**src/rtl/mem_arb_pkg.sv**
```systemverilog
// Shared constants, state/requester encodings and store-lane helpers for the
// fetch/data memory arbiter.
package mem_arb_pkg;

    localparam logic [2:0] F3_B  = 3'b000;
    localparam logic [2:0] F3_H  = 3'b001;
    localparam logic [2:0] F3_W  = 3'b010;
    localparam logic [2:0] F3_BU = 3'b100;
    localparam logic [2:0] F3_HU = 3'b101;

    typedef enum logic [1:0] {
        ST_IDLE    = 2'd0,
        ST_RD_WAIT = 2'd1,
        ST_RSP     = 2'd2
    } arb_state_e;

    typedef enum logic {
        REQ_IF = 1'b0,
        REQ_D  = 1'b1
    } req_id_e;

    // Unsigned widths only exist for loads; stores stop at SW.
    function automatic logic data_access_err(input logic we, input logic [2:0] funct3,
                                             input logic [1:0] off);
        logic err;
        case (funct3)
            F3_B:    err = 1'b0;
            F3_H:    err = off[0];
            F3_W:    err = (off != 2'b00);
            F3_BU:   err = we;
            F3_HU:   err = we | off[0];
            default: err = 1'b1;
        endcase
        return err;
    endfunction

    function automatic logic [3:0] store_be(input logic [2:0] funct3, input logic [1:0] off);
        logic [3:0] be;
        case (funct3)
            F3_B:    be = 4'b0001 << off;
            F3_H:    be = off[1] ? 4'b1100 : 4'b0011;
            F3_W:    be = 4'b1111;
            default: be = 4'b0000;
        endcase
        return be;
    endfunction

    function automatic logic [31:0] store_wdata(input logic [2:0] funct3, input logic [31:0] wdata);
        logic [31:0] lanes;
        case (funct3)
            F3_B:    lanes = {4{wdata[7:0]}};
            F3_H:    lanes = {2{wdata[15:0]}};
            F3_W:    lanes = wdata;
            default: lanes = wdata;
        endcase
        return lanes;
    endfunction

endpackage

```
**src/rtl/load_align.sv**
```systemverilog
// Selects the addressed byte/halfword of a memory word and sign/zero-extends it.
module load_align
    import mem_arb_pkg::*;
(
    input  logic [31:0] rdata,
    input  logic [1:0]  offset,
    input  logic [2:0]  funct3,
    output logic [31:0] data
);

    logic [7:0]  byte_s;
    logic [15:0] half_s;

    // Lane select and extension
    always_comb begin
        case (offset)
            2'd0:    byte_s = rdata[7:0];
            2'd1:    byte_s = rdata[15:8];
            2'd2:    byte_s = rdata[23:16];
            2'd3:    byte_s = rdata[31:24];
            default: byte_s = rdata[7:0];
        endcase
        half_s = offset[1] ? rdata[31:16] : rdata[15:0];
        case (funct3)
            F3_B:    data = {{24{byte_s[7]}}, byte_s};
            F3_H:    data = {{16{half_s[15]}}, half_s};
            F3_BU:   data = {24'd0, byte_s};
            F3_HU:   data = {16'd0, half_s};
            F3_W:    data = rdata;
            default: data = rdata;
        endcase
    end

endmodule

```
**src/rtl/mem_arbiter.sv**
```systemverilog
// Arbitrates one single-port word memory between instruction fetch and the
// load/store port; one transaction outstanding, responses in grant order.
module mem_arbiter
    import mem_arb_pkg::*;
#(
    parameter int MEM_LATENCY  = 1,
    parameter int STARVE_LIMIT = 4
) (
    input  logic        clk,
    input  logic        rst,
    input  logic        if_req_valid,
    input  logic [31:0] if_req_addr,
    output logic        if_req_ready,
    output logic        if_rsp_valid,
    output logic [31:0] if_rsp_data,
    output logic        if_rsp_err,
    input  logic        d_req_valid,
    input  logic        d_req_we,
    input  logic [2:0]  d_req_funct3,
    input  logic [31:0] d_req_addr,
    input  logic [31:0] d_req_wdata,
    output logic        d_req_ready,
    output logic        d_rsp_valid,
    output logic [31:0] d_rsp_data,
    output logic        d_rsp_err,
    output logic        mem_en,
    output logic        mem_we,
    output logic [31:0] mem_addr,
    output logic [3:0]  mem_be,
    output logic [31:0] mem_wdata,
    input  logic [31:0] mem_rdata
);

    localparam logic [1:0] LAT_INIT   = 2'(MEM_LATENCY - 1);
    localparam logic [3:0] STARVE_MAX = 4'(STARVE_LIMIT);

    arb_state_e  state_r, state_nxt_s;
    req_id_e     req_id_r;
    logic [3:0]  starve_cnt_r;
    logic [2:0]  funct3_r;
    logic [1:0]  off_r;
    logic [1:0]  lat_cnt_r;
    logic [31:0] rsp_data_r;
    logic        rsp_err_r;
    logic        grant_if_s, grant_d_s, grant_err_s, grant_read_s, grant_store_s;
    logic [31:0] sel_addr_s;
    logic [31:0] aligned_s;

    load_align u_load_align (
        .rdata  (mem_rdata),
        .offset (off_r),
        .funct3 (funct3_r),
        .data   (aligned_s)
    );

    // Grant decision and access classification for the current IDLE cycle
    always_comb begin
        grant_if_s = 1'b0;
        grant_d_s  = 1'b0;
        if ((state_r == ST_IDLE) && !rst) begin
            if (if_req_valid && d_req_valid) begin
                grant_if_s = (starve_cnt_r == STARVE_MAX);
                grant_d_s  = (starve_cnt_r != STARVE_MAX);
            end else begin
                grant_if_s = if_req_valid;
                grant_d_s  = d_req_valid;
            end
        end else begin
            grant_if_s = 1'b0;
            grant_d_s  = 1'b0;
        end
        sel_addr_s = grant_if_s ? if_req_addr : d_req_addr;
        if (grant_if_s) begin
            grant_err_s = (if_req_addr[1:0] != 2'b00);
        end else if (grant_d_s) begin
            grant_err_s = data_access_err(d_req_we, d_req_funct3, d_req_addr[1:0]);
        end else begin
            grant_err_s = 1'b0;
        end
        grant_store_s = grant_d_s && d_req_we && !grant_err_s;
        grant_read_s  = (grant_if_s || (grant_d_s && !d_req_we)) && !grant_err_s;
    end

    // State register
    always_ff @(posedge clk) begin
        if (rst) begin
            state_r <= ST_IDLE;
        end else begin
            state_r <= state_nxt_s;
        end
    end

    // Next-state logic
    always_comb begin
        state_nxt_s = state_r;
        case (state_r)
            ST_IDLE: begin
                if (grant_read_s) begin
                    state_nxt_s = ST_RD_WAIT;
                end else if (grant_if_s || grant_d_s) begin
                    state_nxt_s = ST_RSP;
                end else begin
                    state_nxt_s = ST_IDLE;
                end
            end
            ST_RD_WAIT: state_nxt_s = (lat_cnt_r == 2'd0) ? ST_RSP : ST_RD_WAIT;
            ST_RSP:     state_nxt_s = ST_IDLE;
            default:    state_nxt_s = ST_IDLE;
        endcase
    end

    // Transaction context, read countdown, captured response and starvation counter
    always_ff @(posedge clk) begin
        if (rst) begin
            req_id_r     <= REQ_IF;
            starve_cnt_r <= 4'd0;
            funct3_r     <= 3'd0;
            off_r        <= 2'd0;
            lat_cnt_r    <= 2'd0;
            rsp_data_r   <= 32'd0;
            rsp_err_r    <= 1'b0;
        end else begin
            if (!if_req_valid || grant_if_s) begin
                starve_cnt_r <= 4'd0;
            end else if ((state_r == ST_IDLE) && (starve_cnt_r != STARVE_MAX)) begin
                starve_cnt_r <= starve_cnt_r + 4'd1;
            end else begin
                starve_cnt_r <= starve_cnt_r;
            end
            if (grant_if_s || grant_d_s) begin
                req_id_r   <= grant_if_s ? REQ_IF : REQ_D;
                funct3_r   <= grant_if_s ? F3_W : d_req_funct3;
                off_r      <= sel_addr_s[1:0];
                lat_cnt_r  <= LAT_INIT;
                rsp_data_r <= 32'd0;
                rsp_err_r  <= grant_err_s;
            end else if (state_r == ST_RD_WAIT) begin
                if (lat_cnt_r == 2'd0) begin
                    rsp_data_r <= aligned_s;
                end else begin
                    lat_cnt_r <= lat_cnt_r - 2'd1;
                end
            end else begin
                rsp_data_r <= rsp_data_r;
            end
        end
    end

    // Port handshakes, response pulses and memory strobes
    always_comb begin
        if_req_ready = grant_if_s;
        d_req_ready  = grant_d_s;
        if_rsp_valid = !rst && (state_r == ST_RSP) && (req_id_r == REQ_IF);
        d_rsp_valid  = !rst && (state_r == ST_RSP) && (req_id_r == REQ_D);
        if_rsp_data  = if_rsp_valid ? rsp_data_r : 32'd0;
        if_rsp_err   = if_rsp_valid ? rsp_err_r : 1'b0;
        d_rsp_data   = d_rsp_valid ? rsp_data_r : 32'd0;
        d_rsp_err    = d_rsp_valid ? rsp_err_r : 1'b0;
        mem_en       = grant_read_s || grant_store_s;
        mem_we       = grant_store_s;
        if (grant_store_s) begin
            mem_addr  = {sel_addr_s[31:2], 2'b00};
            mem_be    = store_be(d_req_funct3, d_req_addr[1:0]);
            mem_wdata = store_wdata(d_req_funct3, d_req_wdata);
        end else if (grant_read_s) begin
            mem_addr  = {sel_addr_s[31:2], 2'b00};
            mem_be    = 4'b1111;
            mem_wdata = 32'd0;
        end else begin
            mem_addr  = 32'd0;
            mem_be    = 4'b0000;
            mem_wdata = 32'd0;
        end
    end

endmodule
```
**config.mk**
```make
export PLATFORM = sky130hd
export DESIGN_NAME = mem_arbiter
export DESIGN_NICKNAME = d
export VERILOG_FILES = /design/src/rtl/mem_arb_pkg.sv /design/src/rtl/load_align.sv /design/src/rtl/mem_arbiter.sv
export SDC_FILE = /design/constraint.sdc
export NUM_CORES = 1
export LEC_CHECK = 0
export ABC_AREA = 1
export CAP_MARGIN = 5
export CORE_AREA = 2 2 106 108
export CTS_BUF_LIST = sky130_fd_sc_hd__clkbuf_8
export CTS_CLUSTER_DIAMETER = 120
export DETAILED_ROUTE_END_ITERATION = 8
export DIE_AREA = 0 0 108 110
export PLACE_DENSITY = 0.84
export SYNTH_ARGS = -nofsm -noshare
export SYNTH_HDL_FRONTEND = slang
export SYNTH_SLANG_ARGS = --single-unit
```
**constraint.sdc**
```tcl
create_clock -name clk -period 3.6 [get_ports clk]
set_input_delay 0.54 -clock clk [delete_from_list [all_inputs] [get_ports clk]]
set_output_delay 0.54 -clock clk [all_outputs]
set_load 0.02 [all_outputs]
```
# Word level (Yosys, flattened, before mapping)

Index checks and enable logic that the tools add are counted.

Output and inout port bits: 140
Logic and storage cells: 86
Register bits: 47
Input bits: 136

Muxes and demuxes: 29
Shifts and indexed selects: 1
Add/sub/neg operators: 2
Reduce and logical (&&, ||, !) cells: 29
Equality and inequality tests: 14
Bitwise logic cells: 3

Operators with widths:

| kind                  | number |
|---|---|
| $mux W32              | 6 |
| $pmux W32 S4          | 1 |
| $pmux W32 S2          | 1 |
| $pmux W8 S4           | 1 |
| $mux W16              | 1 |
| $eq A3 B3 Y1 const B  | 4 |
| $mux W4               | 3 |
| $pmux W4 S3           | 1 |
| $logic_and A1 B1 Y1   | 10 |
| $mux W1               | 9 |
| $eq A2 B2 Y1 const B  | 3 |
| $eq A3 B1 Y1 const B  | 2 |
| $logic_not A2 Y1      | 3 |
| $logic_not A3 Y1      | 2 |
| $mux W2               | 3 |
| $pmux W1 S5           | 1 |
| $add A4 B1 Y4 const B | 1 |
| $eq A2 B1 Y1 const B  | 2 |
| $eq A4 B3 Y1 const B  | 1 |
| $logic_not A1 Y1      | 4 |
| $logic_or A1 B1 Y1    | 4 |
| $ne A4 B3 Y1 const B  | 1 |
| $pmux W2 S2           | 1 |
| $reduce_and A2 Y1     | 2 |
| other kinds (8)       | 11 |

# Depth between registers and ports, before layout

Depth in word-level cells: 9
Gate-level depth with buffers: 11
Mapped depth without buffers: 10

# Cells and area by module

A second synthesis with hierarchy kept.

Cells, all modules: 736
Area, all modules: 4367.9 um^2

By module, submodules not included:

| module      | area an instance (um^2) | cells an instance | instances |
|---|---|---|---|
| mem_arbiter | 3606.0                  | 590               | 1 |
| load_align  | 762.0                   | 146               | 1 |

# Worst setup path after synthesis

Ideal clock, no wire load.

Path type: register -> output
Start: register starve_cnt_r[0]
End: output mem_wdata[10]
Buffers on the path: 1
Stages on the path, launching flop included: 9
Arrival time: 1742 ps
Slack: 1318 ps
Path through: dfxtp_1 > inv_1 > ha_1 > nand3_1 > nand3_1 > nand3_2 > clkbuf_1 > nand4_1 > nor2_1

Word-level cells in the longest chain between the ends: 8
Elaborated cells between the ends (all ways): 12
Classes of those cells: eq/ne (2); mux (7); reduce/logical (3)

RTL lines:

| what                    | RTL line           | text |
|---|---|---|
| from (decl)             | mem_arbiter.sv:39  | `logic [3:0] starve_cnt_r;` |
| from (signal assigned)  | mem_arbiter.sv:126 | `starve_cnt_r <= starve_cnt_r + 4'd1;` |
| from (signal assigned)  | mem_arbiter.sv:128 | `starve_cnt_r <= starve_cnt_r;` |
| $ne A4 B3 Y1            | mem_arbiter.sv:63  | `grant_d_s = (starve_cnt_r != STARVE_MAX);` |
| $mux W1                 | mem_arbiter.sv:61  | `if (if_req_valid && d_req_valid) begin` |
| $mux W1                 | mem_arbiter.sv:60  | `if ((state_r == ST_IDLE) && !rst) begin` |
| $mux W1                 | mem_arbiter.sv:75  | `end else if (grant_d_s) begin` |
| $mux W1                 | mem_arbiter.sv:73  | `if (grant_if_s) begin` |
| $logic_not A1 Y1        | mem_arbiter.sv:80  | `grant_store_s = grant_d_s && d_req_we && !grant_err_s;` |
| $logic_and A1 B1 Y1 (*) | mem_arbiter.sv:80  |  |
| $mux W32 (*)            | mem_arbiter.sv:161 | `if (grant_store_s) begin` |
| to (decl)               | mem_arbiter.sv:30  | `output logic [31:0] mem_wdata,` |

Mark *: on every way between the ends. The rest lies on a longest branch, timed or not.

# Worst setup path after layout

Start: input rst
End: output mem_wdata[17]

Word-level cells in the longest chain between the ends: 8
Elaborated cells between the ends (all ways): 10
Classes of those cells: mux (5); reduce/logical (5)

RTL lines:

| what                    | RTL line           | text |
|---|---|---|
| from (decl)             | mem_arbiter.sv:10  | `input logic rst,` |
| $logic_not A1 Y1 (*)    | mem_arbiter.sv:60  |  |
| $logic_and A1 B1 Y1 (*) | mem_arbiter.sv:60  |  |
| $mux W1                 | mem_arbiter.sv:60  |  |
| $mux W1                 | mem_arbiter.sv:75  |  |
| $mux W1                 | mem_arbiter.sv:73  |  |
| $logic_not A1 Y1        | mem_arbiter.sv:80  |  |
| $logic_and A1 B1 Y1 (*) | mem_arbiter.sv:80  |  |
| $mux W32 (*)            | mem_arbiter.sv:161 |  |

Marks and branches as above.

==> metrics.cfg <==
[status]
status=complete, no violations

[worst_setup_path]
cp_num_buf_inv=3
critPathMaxFanout=17
r2r_cells=8
r2r-end=rsp_data_r[28]
r2r_start=lat_cnt_r[0]
crit_path_end=mem_wdata[17]
worst-setup-path-type=input port to output pin
crit_chain=clkdlybuf4s50_1 > inv_2 > nand2_4 > nor2_4 > nand2_2 > nor2_4 > nand3_4 > nor2_1 > clkdlybuf4s50_1
cp.depth=9
crit_required_ns=3.06
crit_path_top_delay_cell=clkdlybuf4s50_1
worstSetupStartpoint=rst
cp.arrival_ns=2.85
max_stage_delay_ns=0.62
endpoint_kind=output pin
cp-start-kind=input port
cp_top_family=buffers and inverters
regToRegSetupSlack_ns=1.48

[cts]
hold_buffers=0
cts_tree=built
clk_pin_slew_ns=0.08
post_cts_buffers=0
cts_buffers=5
cts-root-buf=clkbuf_8
cts_resized=0
clkLatencyLatePin_ns=0.31
h-tree-depth=2
clockBufferDepth=2
clock-sinks=47

[sta]
hold_viol=0
period_minus_slack_ns=3.39
finalCritPeriodShare=0.941
rsz0062_at_grt=no
slew_headroom=0.372
worst_pin_slew_ns=0.941
slew_violations=0
fin_skew_ns=0.0141
setup_viol_count_final=0
max_freq_mhz=295
setup_tns_ns=0

[power]
intPower_uw=1160
peakVddDrop_v=0.000169
p_seq_frac=0.305
fin_total_pwr_uw=1980
swShare=0.417
leakagePower_uw=0.00315
netSwitchingPower_uw=827
clkPwrFrac=0.173
pwr_density_cell_nw_per_um2=277
p_comb_frac=0.522

[finish]
final_layout_size_suffix_gt1_frac=0.0488
postLayoutCoreUtil=0.670
layout_common_cells=clkdlybuf4s50_1 (273), nand2_1 (232), nor2_1 (153)
num-nets-final=1184
areaGrowthSynthToFinish_pct=66.7
final-instance-count-excl-fill=1186
fill_cells=982
multiInputGateArea_um2=2630
antennaDiodeCount=0
final_common_cell=clkdlybuf4s50_1
seq_area_um2=941

[synthesis]
async_reset_ff_frac=0
ys_ff_latch=47
synth_area_per_cell_um2=5.40
yosys_warnings=0
synth_seq_area_share=0.219
synth_ff_type=dfxtp_1
synth_enable_flop_cells=0
syn_inst=796
syn_area_um2=4300
ys_types=34

[worst_hold_path]
holdPathStages=2
holdCritPathClass=flip-flop to flip-flop

[floorplan]
die_area_um2=11900
num_rows=38
coreArea_um2=10700
dieHeight_um=110
pin_count=276
initial_core_util=0.402
die_w_um=108

[detailed_routing]
post_drt_via_cell_ratio=4.74
drtPass1Iterations=4
ant_nets=0
drc=0
drt_iter0_markers=257
vias=5622
route.final.wire_length_um=16200
wl_per_cell_um=13.7

[global_route]
grt_pass1_wl_um=25000
grt_pass1_vias=5116
grt_max_degree=39
overflow=0
grt_use_total=0.265
antenna_found_initial=0

[placed_design]
gp_congestion=0.917
port_buffers=273
dpl.hpwl_um=13100
placed_cells=1178

[flow_run]
maxCapViolCount=0

==> sequential cells by signal, summed over array words and instances, names as in the netlist <==
name and count:
rsp_data_r 32, lat_cnt_r 2, funct3_r 3, starve_cnt_r 4
rsp_err_r 1, off_r 2, state_r 2, req_id_r 1
==> cell type report <==
type / instances / share of cell area
Multi-Input combinational cell: 579 / 0.367
Clock inverter: 2 / 0.00227
Clock buffer: 6 / 0.0115
Tap cell: 140 / 0.0244
Timing Repair Buffer: 282 / 0.394
Inverter: 130 / 0.0688
Sequential cell: 47 / 0.131
==> Yosys cell counts, types with 4 or more instances <==
| cell type | number | area, µm² |
|---|---|---|
| nor2_4 | 6 | 67.6 |
| nand2_1 | 232 | 871 |
| o21ai_0 | 46 | 230 |
| nand3_1 | 34 | 170 |
| clkbuf_1 | 8 | 30.0 |
| a21oi_1 | 45 | 225 |
| nor2_1 | 153 | 574 |
| buf_2 | 12 | 60.1 |
| buf_4 | 11 | 82.6 |
| mux2i_1 | 8 | 80.1 |
| inv_2 | 6 | 22.5 |
| nand4_1 | 20 | 125 |
| dfxtp_1 | 47 | 941 |
| inv_1 | 123 | 462 |
| nor2_2 | 9 | 56.3 |
| buf_6 | 4 | 45.0 |
| buf_1 | 6 | 22.5 |
==> power groups by stage <==
stage / combinational [µW] / sequential (µW) / clock (µW)
3_5_place_dp: 1030 / 616 / 0
5_1_grt: 1150 / 611 / 369
6_report: 1040 / 605 / 344
3_3_place_gp: 1030 / 614 / 0
4_1_cts: 1040 / 604 / 350
2_1_floorplan: 624 / 603 / 0
==> through the flow <==
stage | hold slack, ns | cell area, µm² | setup slack, ns
floorplan | 0.438 | 4300 | 1.32
global placement | 0.450 | 7070 | 0.251
detailed placement | 0.462 | 7070 | 0.218
CTS | 0.474 | 7170 | 0.224
global route | 0.491 | 7170 | 0.0376
finish | 0.473 | 7170 | 0.212
==> per-layer routing <==
metal / wire length (µm) / track usage
met1: 6100 / 0.297
met5: 0 / 0
met4: 435 / 0.0907
met2: 8180 / 0.483
met3: 1520 / 0.0735
==> worst register-to-register path, stage by stage, from the launching register on <==
cell and delay [ns]:
dfxtp_1 0.34, inv_1 0.06, ha_1 0.16, nand3_1 0.08, buf_4 0.26, inv_1 0.73
nand2_1 0.14, o21ai_0 0.21, inv_1 0.05
==> worst min-delay path by stage <==
stage | to | startpoint | slack [ns]
6_report | lat_cnt_r[1] | lat_cnt_r[1] | 0.47
5_1_grt | lat_cnt_r[1] | lat_cnt_r[1] | 0.49
4_1_cts | lat_cnt_r[1] | lat_cnt_r[1] | 0.47
3_5_place_dp | lat_cnt_r[1] | lat_cnt_r[1] | 0.46
3_3_place_gp | lat_cnt_r[1] | lat_cnt_r[1] | 0.45
2_1_floorplan | lat_cnt_r[1] | lat_cnt_r[1] | 0.44
==> cells by family after synthesis <==
logic type | share of synthesized area
other cells | 0.000872
simple gates | 0.460
fa+ha+maj | 0.00873
flops | 0.219
compound gates | 0.116
buf+inv | 0.171
xor+xnor | 0.00611
mux | 0.0186
Power figures use the tool's default switching activity.
